--- config.mk ---
export PLATFORM = sky130hd
export DESIGN_NAME = bat_sequencer_flat
export DESIGN_NICKNAME = d
export VERILOG_FILES = /design/src/rtl/bat_ctrl_pkg.sv /design/src/rtl/bat_sequencer_if.sv /design/src/rtl/bat_ret_stack.sv /design/src/rtl/bat_sequencer.sv /design/src/flat_wrapper.sv
export SDC_FILE = /design/constraint.sdc
export NUM_CORES = 1
export LEC_CHECK = 0
export ABC_AREA = 1
export CORE_ASPECT_RATIO = 0.6
export CORE_MARGIN = 2
export CORE_UTILIZATION = 33
export DETAILED_ROUTE_END_ITERATION = 16
export HOLD_SLACK_MARGIN = 0.03
export PLACE_DENSITY = 0.83
export SLEW_MARGIN = 20
export SYNTH_ARGS = -nofsm -noshare
export SYNTH_HDL_FRONTEND = slang
export SYNTH_SLANG_ARGS = --single-unit
--- constraint.sdc ---
create_clock -name CLK -period 1.7 [get_ports CLK]
set_clock_uncertainty 0.15 [all_clocks]
set_input_delay 0.255 -clock CLK [delete_from_list [all_inputs] [get_ports CLK]]
set_output_delay 0.255 -clock CLK [all_outputs]
set_load 0.01 [all_outputs]
--- src/rtl/bat_ctrl_pkg.sv ---
// Shared constants for the BatAmateur microsequencer: opcode groups, microstep
// states and the idle control word.
package bat_ctrl_pkg;

   typedef enum logic [2:0] {S_F0, S_F1, S_E1, S_E2, S_E3, S_HALT} state_e;

   // Instruction group as decoded from INSTR[15:12]
   typedef enum logic [2:0] {C_REG, C_JMP, C_DMEM, C_IMEM, C_IJMP, C_EXT} iclass_e;

   localparam logic [3:0] OP_REG   = 4'b0111;
   localparam logic [3:0] OP_EXT   = 4'b1111;
   localparam logic [3:0] SUB_NOP  = 4'b0000;
   localparam logic [3:0] SUB_HALT = 4'b0001;
   localparam logic [3:0] SUB_CALL = 4'b0010;
   localparam logic [3:0] SUB_RET  = 4'b0011;
   localparam logic [4:0] ALU_MOV  = 5'b11111;
   localparam logic [4:0] ALU_INC  = 5'b11110;

   typedef struct packed {
      logic       pc_inc;
      logic       pc_rw;
      logic       pc_en;
      logic       mar_load;
      logic       mar_en;
      logic       ram_rw;
      logic       ram_en;
      logic       ir_load;
      logic       ir_en;
      logic       alu_en;
      logic [4:0] alu_op;
      logic       stk_en;
   } ctrl_t;

   localparam ctrl_t CTRL_IDLE = '{pc_inc: 1'b0, pc_rw: 1'b1, pc_en: 1'b0, mar_load: 1'b0,
                                   mar_en: 1'b1, ram_rw: 1'b1, ram_en: 1'b0, ir_load: 1'b1,
                                   ir_en: 1'b0, alu_en: 1'b0, alu_op: 5'd0, stk_en: 1'b0};

   function automatic iclass_e iclass(input logic [3:0] op);
      if (op == OP_REG) return C_REG;
      if (op == OP_EXT) return C_EXT;
      case (op[3:2])
         2'b00:   return C_DMEM;
         2'b01:   return C_JMP;
         2'b10:   return C_IMEM;
         default: return C_IJMP;
      endcase
   endfunction

   // cc: 00 always, 01 on Z, 10 on !Z, 11 never
   function automatic logic cond_ok(input logic [1:0] cc, input logic z);
      case (cc)
         2'b00:   return 1'b1;
         2'b01:   return z;
         2'b10:   return !z;
         default: return 1'b0;
      endcase
   endfunction

endpackage

--- src/rtl/bat_sequencer_if.sv ---
// Control/status bus between the microsequencer (master) and the datapath (slave).
interface bat_sequencer_if #(
   parameter int NREGS  = 8,
   parameter int ADDR_W = 8
);
   logic [15:0]       INSTR;
   logic [7:0]        ALU_REG;
   logic              MEM_RDY;
   logic [ADDR_W-1:0] PC_VAL;
   logic              PC_INC, PC_RW, PC_EN;
   logic              MAR_LOAD, MAR_EN;
   logic              RAM_RW, RAM_EN;
   logic              IR_LOAD, IR_EN;
   logic [NREGS-1:0]  REGS_INC, REGS_RW, REGS_EN;
   logic              ALU_EN;
   logic [4:0]        ALU_OP;
   logic              STK_EN;
   logic [ADDR_W-1:0] STK_ADDR;
   logic              HALTED, STK_ERR;

   modport master (
      input  INSTR, ALU_REG, MEM_RDY, PC_VAL,
      output PC_INC, PC_RW, PC_EN, MAR_LOAD, MAR_EN, RAM_RW, RAM_EN, IR_LOAD, IR_EN,
             REGS_INC, REGS_RW, REGS_EN, ALU_EN, ALU_OP, STK_EN, STK_ADDR, HALTED, STK_ERR
   );

   modport slave (
      output INSTR, ALU_REG, MEM_RDY, PC_VAL,
      input  PC_INC, PC_RW, PC_EN, MAR_LOAD, MAR_EN, RAM_RW, RAM_EN, IR_LOAD, IR_EN,
             REGS_INC, REGS_RW, REGS_EN, ALU_EN, ALU_OP, STK_EN, STK_ADDR, HALTED, STK_ERR
   );
endinterface

--- src/rtl/bat_ret_stack.sv ---
// Return-address LIFO for CALL/RET; pushes when full and pops when empty are ignored.
module bat_ret_stack #(
   parameter int DEPTH = 4,
   parameter int W     = 8
) (
   input  logic         clk_i,
   input  logic         rst_ni,
   input  logic         push_i,
   input  logic         pop_i,
   input  logic [W-1:0] data_i,
   output logic [W-1:0] top_o,
   output logic         full_o,
   output logic         empty_o
);
   localparam int CW = $clog2(DEPTH + 1);
   localparam int AW = (DEPTH > 1) ? $clog2(DEPTH) : 1;

   logic [W-1:0]  mem_q [DEPTH];
   logic [CW-1:0] cnt_q;

   assign full_o  = (cnt_q == CW'(DEPTH));
   assign empty_o = (cnt_q == '0);
   assign top_o   = empty_o ? '0 : mem_q[AW'(cnt_q - 1'b1)];

   always_ff @(negedge clk_i) begin
      if (!rst_ni) begin
         cnt_q <= '0;
      end else if (push_i && !full_o) begin
         mem_q[AW'(cnt_q)] <= data_i;
         cnt_q             <= cnt_q + 1'b1;
      end else if (pop_i && !empty_o) begin
         cnt_q <= cnt_q - 1'b1;
      end
   end
endmodule

--- src/rtl/bat_sequencer.sv ---
// Parametrised BatAmateur microsequencer, one microstep per falling clock edge.
// Optional CALL/RET return stack built when BAT_CALL_STACK_EN is defined.
module bat_sequencer
   import bat_ctrl_pkg::*;
#(
   parameter int NREGS       = 8,
   parameter int ADDR_W      = 8,
   parameter int STACK_DEPTH = 4
) (
   input  logic            CLK,
   input  logic            RST,
   bat_sequencer_if.master bus
);
   state_e           state_q, state_d;
   iclass_e          cls;
   ctrl_t            ctrl;
   logic [NREGS-1:0] r_inc, r_rw, r_en, ab_oh;
   logic [4:0]       aop;
   logic [3:0]       sub;
   logic [2:0]       rx, ry;
   logic             st, cond, regs_ok, ir2mar, ir2pc, xfer;

`ifdef BAT_CALL_STACK_EN
   logic              stk_push, stk_pop, stk_full, stk_empty, stk_err_q, stk_err_d;
   logic [ADDR_W-1:0] stk_top;

   bat_ret_stack #(.DEPTH(STACK_DEPTH), .W(ADDR_W)) u_stk (
      .clk_i(CLK), .rst_ni(RST), .push_i(stk_push), .pop_i(stk_pop), .data_i(bus.PC_VAL),
      .top_o(stk_top), .full_o(stk_full), .empty_o(stk_empty)
   );
`endif

   // Index decode; indices beyond the register file select nothing
   function automatic logic [NREGS-1:0] oh(input logic [2:0] i);
      for (int k = 0; k < NREGS; k++) oh[k] = (int'(i) == k);
   endfunction

   assign cls     = iclass(bus.INSTR[15:12]);
   assign aop     = bus.INSTR[11:7];
   assign sub     = bus.INSTR[11:8];
   assign rx      = bus.INSTR[5:3];
   assign ry      = bus.INSTR[2:0];
   assign st      = bus.INSTR[13];
   assign cond    = cond_ok(bus.INSTR[13:12], bus.ALU_REG[0]);
   assign regs_ok = (int'(rx) < NREGS) && (int'(ry) < NREGS);
   assign ab_oh   = bus.INSTR[12] ? oh(3'd1) : oh(3'd0);

   always_comb begin
      ctrl    = CTRL_IDLE;
      r_inc   = '0;
      r_rw    = '1;
      r_en    = '0;
      ir2mar  = 1'b0;
      ir2pc   = 1'b0;
      xfer    = 1'b0;
      state_d = state_q;
`ifdef BAT_CALL_STACK_EN
      stk_push  = 1'b0;
      stk_pop   = 1'b0;
      stk_err_d = stk_err_q;
`endif
      case (state_q)
         S_F0: begin
            ctrl.pc_en    = 1'b1;
            ctrl.mar_load = 1'b1;
            state_d       = S_F1;
         end
         S_F1: begin
            ctrl.ram_en = 1'b1;
            ctrl.ir_en  = 1'b1;
            if (bus.MEM_RDY) begin
               ctrl.pc_inc = 1'b1;
               ctrl.pc_rw  = 1'b0;
            end
            state_d = S_E1;
         end
         S_E1: begin
            state_d = S_F0;
            case (cls)
               C_REG: if (regs_ok) begin
                  if (aop == ALU_MOV) begin
                     r_en = oh(rx) | oh(ry);
                     r_rw = ~oh(rx);
                  end else if (aop == ALU_INC) begin
                     r_inc = oh(rx);
                     r_rw  = ~oh(rx);
                  end else begin
                     state_d = S_E2;
                     if (rx != 3'd0) begin
                        r_en = oh(rx) | oh(3'd0);
                        r_rw = ~oh(3'd0);
                     end
                  end
               end
               C_JMP: ir2pc = cond;
               C_DMEM, C_IMEM, C_IJMP: begin
                  ir2mar  = 1'b1;
                  state_d = S_E2;
               end
               C_EXT: begin
                  if (sub == SUB_HALT) state_d = S_HALT;
`ifdef BAT_CALL_STACK_EN
                  // Stack misuse leaves the stack untouched and stops the machine
                  if (sub == SUB_CALL) begin
                     if (stk_full) begin
                        stk_err_d = 1'b1;
                        state_d   = S_HALT;
                     end else begin
                        stk_push = 1'b1;
                        ir2pc    = 1'b1;
                     end
                  end
                  if (sub == SUB_RET) begin
                     if (stk_empty) begin
                        stk_err_d = 1'b1;
                        state_d   = S_HALT;
                     end else begin
                        stk_pop     = 1'b1;
                        ctrl.stk_en = 1'b1;
                        ctrl.pc_en  = 1'b1;
                        ctrl.pc_rw  = 1'b0;
                     end
                  end
`endif
               end
               default: ;
            endcase
         end
         S_E2: begin
            state_d = S_F0;
            case (cls)
               C_REG: begin
                  state_d = S_E3;
                  if (ry != 3'd1) begin
                     r_en = oh(ry) | oh(3'd1);
                     r_rw = ~oh(3'd1);
                  end
               end
               C_DMEM: xfer = 1'b1;
               C_IMEM: begin
                  ctrl.ram_en   = 1'b1;
                  ctrl.mar_load = 1'b1;
                  state_d       = S_E3;
               end
               C_IJMP: if (cond) begin
                  ctrl.ram_en = 1'b1;
                  ctrl.pc_en  = 1'b1;
                  ctrl.pc_rw  = 1'b0;
               end
               default: ;
            endcase
         end
         S_E3: begin
            state_d = S_F0;
            if (cls == C_REG) begin
               ctrl.alu_en = 1'b1;
               ctrl.alu_op = aop;
               r_en        = bus.INSTR[6] ? oh(3'd0) : oh(3'd1);
               r_rw        = ~r_en;
            end
            if (cls == C_IMEM) xfer = 1'b1;
         end
         S_HALT:  state_d = S_HALT;
         default: state_d = S_F0;
      endcase

      if (ir2mar) begin
         ctrl.ir_en    = 1'b1;
         ctrl.ir_load  = 1'b0;
         ctrl.mar_load = 1'b1;
      end
      if (ir2pc) begin
         ctrl.ir_en   = 1'b1;
         ctrl.ir_load = 1'b0;
         ctrl.pc_en   = 1'b1;
         ctrl.pc_rw   = 1'b0;
      end
      // Store reads the selected A/B register; load writes it
      if (xfer) begin
         ctrl.ram_en = 1'b1;
         ctrl.ram_rw = ~st;
         r_en        = ab_oh;
         if (!st) r_rw = ~ab_oh;
      end
      if (ctrl.ram_en && !bus.MEM_RDY) state_d = state_q;
      if (!RST) begin
         ctrl  = CTRL_IDLE;
         r_inc = '0;
         r_rw  = '1;
         r_en  = '0;
      end
   end

   always_ff @(negedge CLK) begin
      if (!RST) state_q <= S_F0;
      else      state_q <= state_d;
   end

   assign bus.PC_INC   = ctrl.pc_inc;
   assign bus.PC_RW    = ctrl.pc_rw;
   assign bus.PC_EN    = ctrl.pc_en;
   assign bus.MAR_LOAD = ctrl.mar_load;
   assign bus.MAR_EN   = ctrl.mar_en;
   assign bus.RAM_RW   = ctrl.ram_rw;
   assign bus.RAM_EN   = ctrl.ram_en;
   assign bus.IR_LOAD  = ctrl.ir_load;
   assign bus.IR_EN    = ctrl.ir_en;
   assign bus.ALU_EN   = ctrl.alu_en;
   assign bus.ALU_OP   = ctrl.alu_op;
   assign bus.REGS_INC = r_inc;
   assign bus.REGS_RW  = r_rw;
   assign bus.REGS_EN  = r_en;
   assign bus.HALTED   = RST && (state_q == S_HALT);

   logic unused_flags;
   assign unused_flags = ^bus.ALU_REG[7:1];

`ifdef BAT_CALL_STACK_EN
   always_ff @(negedge CLK) begin
      if (!RST) stk_err_q <= 1'b0;
      else      stk_err_q <= stk_err_d;
   end

   assign bus.STK_EN   = ctrl.stk_en;
   assign bus.STK_ADDR = ctrl.stk_en ? stk_top : '0;
   assign bus.STK_ERR  = RST && stk_err_q;
`else
   localparam int unused_stack_depth = STACK_DEPTH;
   logic unused_stk;
   assign unused_stk   = ^{bus.PC_VAL, ctrl.stk_en};
   assign bus.STK_EN   = 1'b0;
   assign bus.STK_ADDR = '0;
   assign bus.STK_ERR  = 1'b0;
`endif
endmodule

--- src/flat_wrapper.sv ---
// flat-port wrapper written by rule: the top's interface ports become plain ports
module bat_sequencer_flat import bat_ctrl_pkg::*;
#(
   parameter int NREGS       = 8,
   parameter int ADDR_W      = 8,
   parameter int STACK_DEPTH = 4
)
  (CLK, RST, bus_INSTR, bus_ALU_REG, bus_MEM_RDY, bus_PC_VAL, bus_PC_INC, bus_PC_RW, bus_PC_EN, bus_MAR_LOAD, bus_MAR_EN, bus_RAM_RW, bus_RAM_EN, bus_IR_LOAD, bus_IR_EN, bus_REGS_INC, bus_REGS_RW, bus_REGS_EN, bus_ALU_EN, bus_ALU_OP, bus_STK_EN, bus_STK_ADDR, bus_HALTED, bus_STK_ERR);
  bat_sequencer_if #(.NREGS(NREGS), .ADDR_W(ADDR_W)) bus_i ();
  input  logic CLK;
  input  logic RST;
  input wire logic [$bits(bus_i.INSTR)-1:0] bus_INSTR;
  input wire logic [$bits(bus_i.ALU_REG)-1:0] bus_ALU_REG;
  input wire logic [$bits(bus_i.MEM_RDY)-1:0] bus_MEM_RDY;
  input wire logic [$bits(bus_i.PC_VAL)-1:0] bus_PC_VAL;
  output wire logic [$bits(bus_i.PC_INC)-1:0] bus_PC_INC;
  output wire logic [$bits(bus_i.PC_RW)-1:0] bus_PC_RW;
  output wire logic [$bits(bus_i.PC_EN)-1:0] bus_PC_EN;
  output wire logic [$bits(bus_i.MAR_LOAD)-1:0] bus_MAR_LOAD;
  output wire logic [$bits(bus_i.MAR_EN)-1:0] bus_MAR_EN;
  output wire logic [$bits(bus_i.RAM_RW)-1:0] bus_RAM_RW;
  output wire logic [$bits(bus_i.RAM_EN)-1:0] bus_RAM_EN;
  output wire logic [$bits(bus_i.IR_LOAD)-1:0] bus_IR_LOAD;
  output wire logic [$bits(bus_i.IR_EN)-1:0] bus_IR_EN;
  output wire logic [$bits(bus_i.REGS_INC)-1:0] bus_REGS_INC;
  output wire logic [$bits(bus_i.REGS_RW)-1:0] bus_REGS_RW;
  output wire logic [$bits(bus_i.REGS_EN)-1:0] bus_REGS_EN;
  output wire logic [$bits(bus_i.ALU_EN)-1:0] bus_ALU_EN;
  output wire logic [$bits(bus_i.ALU_OP)-1:0] bus_ALU_OP;
  output wire logic [$bits(bus_i.STK_EN)-1:0] bus_STK_EN;
  output wire logic [$bits(bus_i.STK_ADDR)-1:0] bus_STK_ADDR;
  output wire logic [$bits(bus_i.HALTED)-1:0] bus_HALTED;
  output wire logic [$bits(bus_i.STK_ERR)-1:0] bus_STK_ERR;
  assign bus_i.INSTR = bus_INSTR;
  assign bus_i.ALU_REG = bus_ALU_REG;
  assign bus_i.MEM_RDY = bus_MEM_RDY;
  assign bus_i.PC_VAL = bus_PC_VAL;
  assign bus_PC_INC = bus_i.PC_INC;
  assign bus_PC_RW = bus_i.PC_RW;
  assign bus_PC_EN = bus_i.PC_EN;
  assign bus_MAR_LOAD = bus_i.MAR_LOAD;
  assign bus_MAR_EN = bus_i.MAR_EN;
  assign bus_RAM_RW = bus_i.RAM_RW;
  assign bus_RAM_EN = bus_i.RAM_EN;
  assign bus_IR_LOAD = bus_i.IR_LOAD;
  assign bus_IR_EN = bus_i.IR_EN;
  assign bus_REGS_INC = bus_i.REGS_INC;
  assign bus_REGS_RW = bus_i.REGS_RW;
  assign bus_REGS_EN = bus_i.REGS_EN;
  assign bus_ALU_EN = bus_i.ALU_EN;
  assign bus_ALU_OP = bus_i.ALU_OP;
  assign bus_STK_EN = bus_i.STK_EN;
  assign bus_STK_ADDR = bus_i.STK_ADDR;
  assign bus_HALTED = bus_i.HALTED;
  assign bus_STK_ERR = bus_i.STK_ERR;
  bat_sequencer #(.NREGS(NREGS), .ADDR_W(ADDR_W), .STACK_DEPTH(STACK_DEPTH)) u_core (.CLK(CLK), .RST(RST), .bus(bus_i));
endmodule
==> impl_metrics.csv, run 1 <==
group,metric,value,unit
floorplanning,coreArea,3720,um^2
synthesis,yosys.area_share.simple,53.9,%
detailed_routing,drc,0,
clock_network,clkSinkCount,3,
run_status,violations,"negative setup slack",
detailed_routing,routedWlPerCell,22.8,um
cells_and_area,largest_reg_flops,3,
global_routing,grt_max_degree,9,
cells_and_area,top_register,"u_core.state_q",
run,max-cap-violations,0,
power_and_ir_drop,power.leakage,1.64,nW
cells_and_area,fin_util,89.4,%
worst_setup_path,arrival,2.87,ns
synthesis,synthFlopType,"dfxtp_1",
clock_network,max-clock-path-buffers,2,
cells_and_area,top_regs,"u_core.state_q: 3 flops",
cells_and_area,syn_to_final_growth,157,%
floorplanning,die_h,52.5,um
floorplanning,initial_core_util,34.8,%
floorplanning,io_pins,85,
floorplanning,rows,17,
placement,post-place-ws,-1.58,ns
worst_setup_path,critPathKind,"reg2out",
placement,dp_hpwl,4.43,mm
global_routing,grt_use_total,33.1,%
cells_and_area,layout_common_cells,"buf_4 (77), buf_6 (39), inv_1 (33)",
cells_and_area,final_common_cell,"buf_4",
synthesis,ys_seq_elements,3,
cells_and_area,design_area,3330,um^2
global_routing,grt_pass1_vias,2470,
power_and_ir_drop,ir_worst_vdd,0.508,mV
sta,hold_viol,0,
synthesis,synth-adder-area-share,7.72,%
worst_setup_path,cp-end-kind,"primary output",
clock_network,ctsHoldBuffers,0,
hold_path,hp-class,"reg2reg",
floorplanning,fp.dieArea,4460,um^2
global_routing,antenna_found_initial,0,
power_and_ir_drop,powerDensity,471,nW/um^2
synthesis,netlist.area_leader.share,14.5,%
synthesis,synth_xor_area_share,0,%
clock_network,cts_root_buf,"clkbuf_8",
detailed_routing,drt_iter0_markers,428,
synthesis,synthMuxAreaShare,0,%
sta,rsz0062_at_grt,"true",
global_routing,grt_pass1_wl,11.6,mm
synthesis,synth_compound_area_share,12.6,%
worst_setup_path,crit_path_max_fanout,4,
detailed_routing,vias,2751,
sta,worst_slack,-1.57,ns
cells_and_area,drive_above_1_share,65.6,%
synthesis,synth_edf_count,0,
worst_setup_path,critPathTopFamily,"buffers and inverters",
detailed_routing,ant_nets,0,
sta,slew_violations,0,
worst_setup_path,crit_buf_inv,6,
detailed_routing,wl,10.2,mm
placement,io_buffers,58,
run_status,status,"complete, but fails checks",
clock_network,cts_buffers,3,
clock_network,htreeDepth,1,
placement,placedInstanceArea,2540,um^2
worst_setup_path,slowest_stage,"dfxtp_2",
sta,setup_viol,42,
cells_and_area,diodes,0,
worst_setup_path,cp.required,1.29,ns
synthesis,synth-async-reset-ratio,0,%
worst_setup_path,worstPathCellList,"inv_4, nor2_4, inv_2, nor2_4, inv_4, buf_4, buf_6, nor3_2, nand2_1, buf_2",
worst_setup_path,max_stage_delay,0.36,ns
synthesis,ys_warn_count,0,
synthesis,synth_top_family_by_area,"simple AND/OR/NAND/NOR gates",
synthesis,yosysSeqAreaShare,4.63,%
synthesis,syn_inst,239,
synthesis,synth_top_area_cell,"nand2_1",
clock_network,cts_tree,"done",
global_routing,grt_overflow,0,
worst_setup_path,cp.depth,10,
clock_network,insertion_delay,0.33,ns
cells_and_area,fillCellCount,147,
synthesis,synth_area,1300,um^2
clock_network,clk_pin_slew_worst_paths,0.05,ns
synthesis,synth.distinct_cells,30,
cells_and_area,layout.nets,442,
worst_setup_path,startpoint_type,"flop",
worst_setup_path,rr_worst_depth,12,
floorplanning,die_w,84.9,um
detailed_routing,routed_via_density,6.18,
synthesis,synth.avg_cell_area,5.42,um^2
power_and_ir_drop,total_power,1.57,mW
placement,gp_congestion,0.953,
synthesis,synth_area_leaders,"nand2_1 (14%), inv_1 (11%), nand3_1 (11%), ha_1 (7.7%), buf_4 (6.4%)",
detailed_routing,dr.pass1.iters,7,
hold_path,hold_depth,3,
==> power breakdown <==
| group | switching, mW | total (mW) | internal (mW) |
|---|---|---|---|
| Sequential | 0.0202 | 0.105 | 0.0844 |
| Clock | 0.0984 | 0.264 | 0.165 |
| Combinational | 0.701 | 1.20 | 0.499 |
| Total | 0.819 | 1.57 | 0.749 |
==> layer usage <==
layer	up-vias	GRT usage, %	wire, um
met5	-	0	0
met4	0	18.8	775
met3	106	9.61	1490
met2	325	53.4	4220
met1	1234	39.9	3680
li1	1086	-	-
==> metrics by stage <==
| step | hold WS [ns] | TNS, ns | cells |
|---|---|---|---|
| 3_3_place_gp | 0.330 | -54.72 | 403 |
| 6_report | 0.504 | -54.74 | 445 |
| 4_1_cts | 0.494 | -48.70 | 433 |
| 2_1_floorplan | 0.317 | -27.46 | 248 |
| 5_1_grt | 0.514 | -55.55 | 445 |
| 3_5_place_dp | 0.326 | -59.34 | 403 |
==> cell families after synthesis <==
logic type               Yosys count
adder cells (fa/ha/maj)            8
buffers and inverters             59
AO/OA/AOI/OAI                     30
flip-flops                         3
AND/OR/NAND/NOR                  137
other                              2
==> worst register-to-register path, cell delays in order, from the launching register on <==
cell     delay (ns)
dfxtp_2        0.36
inv_4          0.06
nor2_4         0.13
inv_2          0.08
nor2_4         0.22
inv_4          0.11
buf_4          0.15
buf_6          0.12
nor3_4         0.29
nand2_1        0.13
nand2_1        0.11
nand2_2        0.06
a21oi_2        0.12
==> Yosys cell counts, types with 2 or more instances <==
library cell,count
o21ai_0,7
ha_1,8
dfxtp_1,3
nor3_2,2
a21oi_1,15
inv_2,6
nor3_1,11
inv_1,39
a31oi_1,2
o22ai_1,4
nor2_2,2
nand2_4,2
buf_4,11
conb_1,2
nor2_1,21
nand2_2,3
nand4_1,6
nand2_1,50
nand3_1,29
nor2_4,3
nor4_1,4
==> layout make-up <==
cell class | count | area, um^2 | area share (%)
clock buffer | 3 | 41.3 | 1.24
clock inverter | 4 | 15.0 | 0.451
inverter | 45 | 196 | 5.90
multi-input combinational | 186 | 1610 | 48.4
sequential | 3 | 68.8 | 2.07
tap | 47 | 58.8 | 1.77
timing repair buffer | 157 | 1340 | 40.2
==> repair_timing <==
action | CTS | global route
gates resized for setup | 206 | 109
setup buffers | 26 | 16
pin swaps | 24 | 44
endpoints found under the setup margin | 42 | 42
==> final timing paths <==
check,start,to,slack (ns)
setup / recovery,u_core.state_q[1]$_SDFFE_NN0N_,bus_REGS_RW[7],-1.57
hold / removal,u_core.state_q[2]$_SDFFE_NN0N_,u_core.state_q[2]$_SDFFE_NN0N_,0.50
setup reg to reg,u_core.state_q[1]$_SDFFE_NN0N_,u_core.state_q[2]$_SDFFE_NN0N_,-0.48
hold reg to reg,u_core.state_q[2]$_SDFFE_NN0N_,u_core.state_q[2]$_SDFFE_NN0N_,0.50
Note: power is estimated with default switching activity, not from simulation.
==> inputs of run 2 (changes only) <==
--- a/config.mk
+++ b/config.mk
@@ -11,7 +11,8 @@
 export CORE_UTILIZATION = 33
 export DETAILED_ROUTE_END_ITERATION = 16
 export HOLD_SLACK_MARGIN = 0.03
-export PLACE_DENSITY = 0.83
+export PLACE_DENSITY = 0.88
+export SETUP_SLACK_MARGIN = 0.15
 export SLEW_MARGIN = 20
 export SYNTH_ARGS = -nofsm -noshare
 export SYNTH_HDL_FRONTEND = slang
==> impl_metrics.csv, run 2 (same netlist as run 1, synthesis figures left out) <==
group,metric,value,unit
run_status,status,"complete, but fails checks",
run_status,violations,"negative setup slack",
placement,dp.cells,402,
clock_network,ctsHoldBuffers,0,
sta,rsz0062_at_grt,"true",
cells_and_area,fillCellCount,160,
global_routing,grt_overflow,0,
floorplanning,rows,17,
worst_setup_path,arrival,2.85,ns
power_and_ir_drop,total_power,1.60,mW
sta,slew_violations,0,
worst_setup_path,cp-end-kind,"primary output",
cells_and_area,ff_latch_area,66.3,um^2
detailed_routing,drc,0,
sta,worst_pin_slew,0.556,ns
detailed_routing,wl,9.79,mm
cells_and_area,fin_util,87.5,%
cells_and_area,drive_above_1_share,65.7,%
power_and_ir_drop,powerDensity,491,nW/um^2
detailed_routing,vias,2718,
sta,hold_viol,0,
floorplanning,io_pins,85,
cells_and_area,layout_common_cells,"buf_4 (67), buf_6 (42), nand2_1 (32)",
floorplanning,coreArea,3720,um^2
run,max-cap-violations,0,
clock_network,cts_tree,"done",
cells_and_area,top_register,"u_core.state_q",
cells_and_area,layout.nets,435,
clock_network,max-clock-path-buffers,2,
hold_path,hp-class,"reg2reg",
detailed_routing,dr.pass1.iters,6,
worst_setup_path,critPathKind,"reg2out",
placement,dp_hpwl,4.36,mm
cells_and_area,top_regs,"u_core.state_q: 3 flops",
placement,post-place-ws,-1.44,ns
floorplanning,die_w,84.9,um
global_routing,grt_use_total,31.5,%
sta,setup_viol,42,
cells_and_area,diodes,0,
clock_network,htreeDepth,1,
floorplanning,die_h,52.5,um
cells_and_area,final_common_cell,"buf_4",
global_routing,grt_pass1_vias,2313,
global_routing,grt_pass1_wl,11.0,mm
worst_setup_path,crit_path_max_fanout,4,
placement,gp_congestion,0.941,
clock_network,cts_root_buf,"clkbuf_8",
global_routing,antenna_found_initial,0,
sta,worst_slack,-1.55,ns
placement,io_buffers,58,
cells_and_area,syn_to_final_growth,151,%
cells_and_area,multi_input_area,1600,um^2
clock_network,insertion_delay,0.33,ns
floorplanning,fp.dieArea,4460,um^2
detailed_routing,routed_via_density,6.21,
detailed_routing,ant_nets,0,
detailed_routing,drt_iter0_markers,397,
worst_setup_path,cp.required,1.29,ns
clock_network,clkSinkCount,3,
floorplanning,initial_core_util,34.8,%
cells_and_area,instances_no_fill,438,
power_and_ir_drop,power.leakage,1.57,nW
clock_network,clk_pin_slew_worst_paths,0.07,ns
detailed_routing,routedWlPerCell,22.3,um
sta,relSlewSlack,62.6,%
global_routing,grt_max_degree,10,
worst_setup_path,startpoint_type,"flop",
power_and_ir_drop,ir_worst_vdd,0.632,mV
sta,fin_hold_ws,0.438,ns
cells_and_area,largest_reg_flops,3,
clock_network,cts_buffers,3,
-- run 2: changes by cell type in the layout (fill, tap and decap cells not counted), sizes merged --
cell / before / now
clkdlybuf4s15: 2 / 1
dlymetal6s2s: 2 / 1
clkbuf: 3 / 6
buf: 137 / 131
clkdlybuf4s50: 13 / 11
-- run 2: repair_timing --
item                       in CTS  in global routing
resized for setup             237                 89
setup buffers                  20                 10
setup endpoints to repair      42                 42
pin swaps                      39                 40
-- run 2: power by group --
| group | switching [mW] | total, mW | internal (mW) |
|---|---|---|---|
| registers | 0.0277 | 0.113 | 0.0856 |
| clock network | 0.124 | 0.291 | 0.167 |
| logic | 0.679 | 1.19 | 0.515 |
| total | 0.830 | 1.60 | 0.768 |
-- run 2: final timing paths --
kind / to / slack [ns] / depth (start not counted) / startpoint
worst max-delay path: bus_REGS_EN[3] / -1.55 / 11 / u_core.state_q[1]$_SDFFE_NN0N_
worst min-delay path: u_core.state_q[1]$_SDFFE_NN0N_ / 0.44 / 2 / u_core.state_q[1]$_SDFFE_NN0N_
worst max register to register: u_core.state_q[2]$_SDFFE_NN0N_ / -0.48 / 14 / u_core.state_q[1]$_SDFFE_NN0N_
worst min register to register: u_core.state_q[1]$_SDFFE_NN0N_ / 0.44 / 2 / u_core.state_q[1]$_SDFFE_NN0N_
-- run 2: stage by stage --
stage | TNS [ns] | area, um^2
after detailed placement | -55.71 | 2530
after floorplan | -27.46 | 1520
after global placement | -53.53 | 2530
after CTS | -49.23 | 2880
after global routing | -57.72 | 3260
final | -55.57 | 3260
-- run 2: metal layers --
metal  vias up  routed length (um)  global-route usage (%)
li1       1063                   -                       -
met1      1218                3330                    35.5
met2       331                4210                    55.4
met3       106                1410                    10.2
met4         0                 836                    14.0
met5         -                   0                       0
-- run 2: area by class of cell --
cell class,instances,share of cell area (%)
flip-flops and latches,3,2.04
repair buffers,150,39.3
well taps,47,1.81
inverters,45,6.11
clock buffers,3,1.27
clock inverters,4,0.461
multi-input cells,186,49.0
-- run 2: worst max-delay path, stage by stage (launching register included) --
cell,delay (ns)
dfxtp_2,0.37
inv_4,0.05
nor2_4,0.09
inv_2,0.07
nor2_4,0.14
buf_6,0.15
inv_8,0.04
nor2_4,0.17
buf_6,0.17
nand2_2,0.07
a21oi_2,0.17
buf_2,0.15
